<file path="src/rtl/seq_divider32.sv">
// Iterative restoring radix-2 divider: one quotient bit per clock, signed or unsigned.
// Results, done and busy come from an output register stage, so done appears WIDTH+2 edges after start.
module seq_divider32 #(
  parameter int WIDTH = 32
) (
  input  logic             clk,
  input  logic             rst,
  input  logic             start,
  input  logic             signed_op,
  input  logic [WIDTH-1:0] dividend,
  input  logic [WIDTH-1:0] divisor,
  output logic             busy,
  output logic             done,
  output logic [WIDTH-1:0] quotient,
  output logic [WIDTH-1:0] remainder,
  output logic             div_by_zero
);

  localparam int CNT_W = $clog2(WIDTH);

  typedef enum logic [1:0] {
    IDLE = 2'd0,
    CALC = 2'd1,
    FIX  = 2'd2
  } state_t;

  state_t             state_r;
  state_t             state_s;
  logic [WIDTH-1:0]   rem_r;
  logic [WIDTH-1:0]   q_r;
  logic [WIDTH-1:0]   d_r;
  logic [WIDTH-1:0]   dividend_r;
  logic               sign_q_r;
  logic               sign_r_r;
  logic [CNT_W-1:0]   count_r;
  logic               calc_busy_r;
  logic               res_done_r;
  logic               res_dbz_r;
  logic [WIDTH-1:0]   res_q_r;
  logic [WIDTH-1:0]   res_rem_r;

  logic               accept_s;
  logic               neg_a_s;
  logic               neg_b_s;
  logic [WIDTH:0]     rem_sh_s;
  logic [WIDTH:0]     trial_s;
  logic               trial_ok_s;
  logic               dbz_s;

  function automatic logic [WIDTH-1:0] magnitude(input logic [WIDTH-1:0] v, input logic neg);
    magnitude = neg ? -v : v;
  endfunction

  // The output busy still shows the finishing operation for one cycle after the FSM is back in IDLE.
  assign accept_s   = (state_r == IDLE) && start && !busy;
  assign neg_a_s    = signed_op & dividend[WIDTH-1];
  assign neg_b_s    = signed_op & divisor[WIDTH-1];
  // R < D always holds, so R fits in WIDTH bits; the shifted value needs WIDTH+1.
  assign rem_sh_s   = {rem_r, q_r[WIDTH-1]};
  assign trial_s    = rem_sh_s - {1'b0, d_r};
  assign trial_ok_s = ~trial_s[WIDTH];
  assign dbz_s      = (d_r == {WIDTH{1'b0}});

  // Next-state logic.
  always_comb begin
    state_s = state_r;
    case (state_r)
      IDLE: begin
        if (accept_s) state_s = CALC;
        else          state_s = IDLE;
      end
      CALC: begin
        if (count_r == {CNT_W{1'b0}}) state_s = FIX;
        else                          state_s = CALC;
      end
      FIX:     state_s = IDLE;
      default: state_s = IDLE;
    endcase
  end

  // State register.
  always_ff @(posedge clk or posedge rst) begin
    if (rst) state_r <= IDLE;
    else     state_r <= state_s;
  end

  // Operand capture, shift-subtract iteration and sign fix-up.
  always_ff @(posedge clk or posedge rst) begin
    if (rst) begin
      rem_r       <= {WIDTH{1'b0}};
      q_r         <= {WIDTH{1'b0}};
      d_r         <= {WIDTH{1'b0}};
      dividend_r  <= {WIDTH{1'b0}};
      sign_q_r    <= 1'b0;
      sign_r_r    <= 1'b0;
      count_r     <= {CNT_W{1'b0}};
      calc_busy_r <= 1'b0;
      res_done_r  <= 1'b0;
      res_dbz_r   <= 1'b0;
      res_q_r     <= {WIDTH{1'b0}};
      res_rem_r   <= {WIDTH{1'b0}};
    end else begin
      res_done_r <= 1'b0;
      case (state_r)
        IDLE: begin
          if (accept_s) begin
            rem_r       <= {WIDTH{1'b0}};
            q_r         <= magnitude(dividend, neg_a_s);
            d_r         <= magnitude(divisor, neg_b_s);
            dividend_r  <= dividend;
            sign_q_r    <= neg_a_s ^ neg_b_s;
            sign_r_r    <= neg_a_s;
            count_r     <= CNT_W'(WIDTH - 1);
            calc_busy_r <= 1'b1;
          end
        end
        CALC: begin
          rem_r <= trial_ok_s ? trial_s[WIDTH-1:0] : rem_sh_s[WIDTH-1:0];
          q_r   <= {q_r[WIDTH-2:0], trial_ok_s};
          if (count_r != {CNT_W{1'b0}}) count_r <= count_r - {{(CNT_W-1){1'b0}}, 1'b1};
        end
        FIX: begin
          res_q_r     <= dbz_s ? {WIDTH{1'b1}} : magnitude(q_r, sign_q_r);
          res_rem_r   <= dbz_s ? dividend_r : magnitude(rem_r, sign_r_r);
          res_dbz_r   <= dbz_s;
          res_done_r  <= 1'b1;
          calc_busy_r <= 1'b0;
        end
        default: calc_busy_r <= 1'b0;
      endcase
    end
  end

  // Output register stage.
  always_ff @(posedge clk or posedge rst) begin
    if (rst) begin
      busy        <= 1'b0;
      done        <= 1'b0;
      quotient    <= {WIDTH{1'b0}};
      remainder   <= {WIDTH{1'b0}};
      div_by_zero <= 1'b0;
    end else begin
      busy        <= calc_busy_r;
      done        <= res_done_r;
      quotient    <= res_q_r;
      remainder   <= res_rem_r;
      div_by_zero <= res_dbz_r;
    end
  end

endmodule

</file>
<file path="config.mk">
export PLATFORM = sky130hd
export DESIGN_NAME = seq_divider32
export DESIGN_NICKNAME = d
export VERILOG_FILES = /design/src/rtl/seq_divider32.sv
export SDC_FILE = /design/constraint.sdc
export NUM_CORES = 1
export LEC_CHECK = 0
export ABC_CLOCK_PERIOD_IN_PS = 22400
export CAP_MARGIN = 20
export CORE_MARGIN = 2
export CORE_UTILIZATION = 60
export DETAILED_ROUTE_END_ITERATION = 8
export GPL_ROUTABILITY_DRIVEN = 1
export PLACE_DENSITY = 0.88
export SLEW_MARGIN = 25
export SYNTH_ARGS = -nofsm -noshare
export SYNTH_HDL_FRONTEND = slang
export SYNTH_SLANG_ARGS = --single-unit
</file>
<file path="constraint.sdc">
create_clock -name clk -period 22.4 [get_ports clk]
set_input_delay 3.36 -clock clk [delete_from_list [all_inputs] [get_ports clk]]
set_output_delay 3.36 -clock clk [all_outputs]
set_load 0.01 [all_outputs]
</file>
==> run summary <==
Outcome - finished, final reports clean
Synth area leaders - dfrtp_1 48%, nand2_1 6.6%, o21ai_0 6.2%
CTS max path bufs - 3
Num Clock Sinks - 271
Starting Density - 60.8%
Syn_nets - 1,657
Most frequent cells in the layout - 271 x dfrtp_1, 250 x nand2_1, 175 x o21ai_0
CP max stage delay - 0.65 ns
Cell variety after synth - 59
Family with the most delay on the worst path - simple AND/OR/NAND/NOR gates
Area taken by multi-input logic gates - 0.00695 mm2
RSZ-0062 raised after global routing - no
# fillers - 1,674
Ys flop type - dfrtp_1
DR DRC count - 0
I/O pin total - 135
DRT antenna net count - 0
CP Capture Type - register
Final setup viols - 0
Max stage delay cell, worst path - nor4_1
Tmin final - 5.86 ns
Maximum fanout along the worst path - 5
Register bit total from synthesis - 271
Share of the synthesized area in the top cell type - 47.8%
Initial DRC Count - 777
ANT cells - 0
Fmax - 171 MHz
Initial antenna violation count - 0
CTS Buf Count - 27
Core area - 0.0233 mm2
WL met1 - 13.7 mm
Clock root buffer - clkbuf_16
Leak - 7.28 nW
Fin. max-slew vios - 0
Hold_ws - 0.347 ns
Worst Tran Pin Value - 1.01 ns
Post-synthesis cell count - 1,551
WP buf/inv - 1
Die X-Extent - 158 um
Uppermost routed layer - met4
Commonest non-fill, non-tap cell in the layout - dfrtp_1
Cell Chain, Critical Path - clkdlybuf4s50_1, nor3_1, and3_1, nand2_1, nor4_1, nand2_1, or2_2, o41ai_1, xor2_1, o21ai_0
Crit Path Class - in2reg
Layout area overhead - 17.5%
PortBufs - 134
Setup bufs post-CTS - 0
Warning count from the yosys run - 0
WL final - 34.1 mm
CTS tree - yes
Post-synthesis sequential area ratio - 47.8%
Critical path launch point type - input port
Post-cts gate resize count - 0
CP required - 22.77 ns
Total Routing Usage GR - 27.4%
Die ar. - 0.0249 mm2
PwrDens - 164 mW/mm2
Clk_skew - 0.00870 ns
Vias - 11,700
Clock H-tree levels - 1
Hold buffers post-CTS - 0
Avg WL per Cell - 17.2 um
Most common cell on crit path - nand2_1
Critical Path AT - 6.23 ns
Slew HR - 32.6%
Max IR drop VDD - 0.0883 mV
Hold Crit Class - reg2reg
Mean Syn Cell Area - 9.15 um2
Met2 routed WL - 16.7 mm
Post-DP HPWL - 23.7 mm
Number of global-route vias before repair - 11,300
Max-cap violations - 0
Chip Height - 158 um
Drt pass-1 iters - 5
Met3 WL post-DR - 2.19 mm
Grt total ovfl - 0
Row cnt - 56
Hold Vio Cnt, Final - 0
Design Power - 2.74 mW
Async SR Flop Fraction - 100%
Routability cong. - 0.892
Reg clk slew, reported paths - 0.06 ns
Mapped Area - 0.0142 mm2
Register area - 0.00678 mm2
Final setup TNS - 0 ns
Clock Latency Late Sink - 0.53 ns
EDFF count, synth - 0
Vias per cell - 5.92
First-pass GRT wire length - 54.9 mm
Final Cycle Share - 26.1%
Largest net degree at the start of global routing - 98
Post-synth top area cell - dfrtp_1
Nets - 1,748
Share of layout cells above drive strength 1 - 4.51%
[metal layers]
metal | up-vias | global-route usage [%]
met2 | 432 | 46.7
met4 | 0 | 12.9
met5 | - | 0
li1 | 5577 | -
met1 | 5623 | 34.3
met3 | 101 | 4.43
[final timing paths]
path / end / depth (start not counted) / startpoint / slack [ns]
min reg2reg: done / 0 / res_done_r / 0.35
min: done / 0 / res_done_r / 0.35
max reg2reg: rem_r[26] / 13 / q_r[31] / 18.28
max: d_r[29] / 10 / divisor[3] / 16.54
max in group asynchronous: d_r[11] / 3 / rst / 17.84
min in group asynchronous: res_q_r[0] / 2 / rst / 3.33
[worst reg2reg max path, delay by kind of cell, from the launching register on]
kind                     cells  cell delay [ns]
buffers and inverters        2             0.66
AO/OA/AOI/OAI                5             1.78
adder cells (fa/ha/maj)      2             0.43
flip-flops                   1             0.37
AND/OR/NAND/NOR              3             0.61
XOR/XNOR                     1             0.19
[flip-flops by register name, summed over array words and instances, names as in the netlist, 5 cells and up]
register,count
remainder,32
res_rem_r,32
quotient,32
rem_r,32
count_r,5
dividend_r,32
d_r,32
res_q_r,32
q_r,32
[where the power goes]
part	internal (mW)	switching [mW]	leakage, nW
sequential	0.730	0.213	3.27
combinational	0.615	0.718	3.58
clock	0.275	0.187	0.440
total	1.62	1.12	7.28
[cell families (layout without fill, tap and decap cells)]
group | Yosys count | after routing | synth area share [%]
AND/OR/NAND/NOR | 508 | 508 | 16.3
AO/OA/AOI/OAI | 412 | 412 | 17.2
flip-flops | 271 | 271 | 47.8
XOR/XNOR | 150 | 150 | 9.26
buffers and inverters | 138 | 249 | 3.65
adder cells (fa/ha/maj) | 38 | 38 | 3.40
multiplexers | 34 | 34 | 2.40
[area by class of cell]
cell class,instances,share of cell area [%]
Timing Repair Buffer,143,8.49
Inverter,57,1.33
Clock buffer,36,4.37
Tap cell,319,2.39
Sequential cell,271,40.7
Clock inverter,13,1.07
Multi-Input combinational cell,1142,41.7
[Yosys cell counts (2+ instances only)]
| master | number |
|---|---|
| or4_4 | 3 |
| nor2_1 | 91 |
| nor4_1 | 21 |
| nand2b_1 | 13 |
| xor2_1 | 70 |
| ha_1 | 37 |
| or3_1 | 10 |
| nand4_1 | 11 |
| and3_1 | 6 |
| o22a_1 | 7 |
| nand2_1 | 250 |
| o21bai_1 | 7 |
| a31oi_1 | 10 |
| a21oi_1 | 105 |
| mux2i_1 | 34 |
| dfrtp_1 | 271 |
| xnor2_1 | 80 |
| nand3b_1 | 6 |
| and2_1 | 3 |
| o211ai_1 | 11 |
| nand3_1 | 43 |
| or4_1 | 6 |
| clkbuf_1 | 74 |
| buf_1 | 7 |
| a21o_1 | 11 |
| nand4b_1 | 2 |
| o41ai_1 | 10 |
| o31ai_1 | 27 |
| or2_2 | 2 |
| nor3_1 | 23 |
| o311ai_0 | 3 |
| nor2b_1 | 7 |
| a22oi_1 | 32 |
| inv_1 | 57 |
| o21ai_0 | 175 |
| o21a_1 | 3 |
[stage by stage]
step / instances / setup WS [ns] / util, % / cell area [um2]
floorplan: 1551 / 11.57 / - / 14200
global placement: 1932 / 16.08 / 67.5 / 15700
detailed placement: 1932 / 16.01 / 67.5 / 15800
CTS: 1981 / 16.56 / 71.4 / 16700
global route: 1981 / 16.31 / 71.5 / 16700
finish: 1981 / 16.54 / 71.5 / 16700
Power figures use the tool's default switching activity.
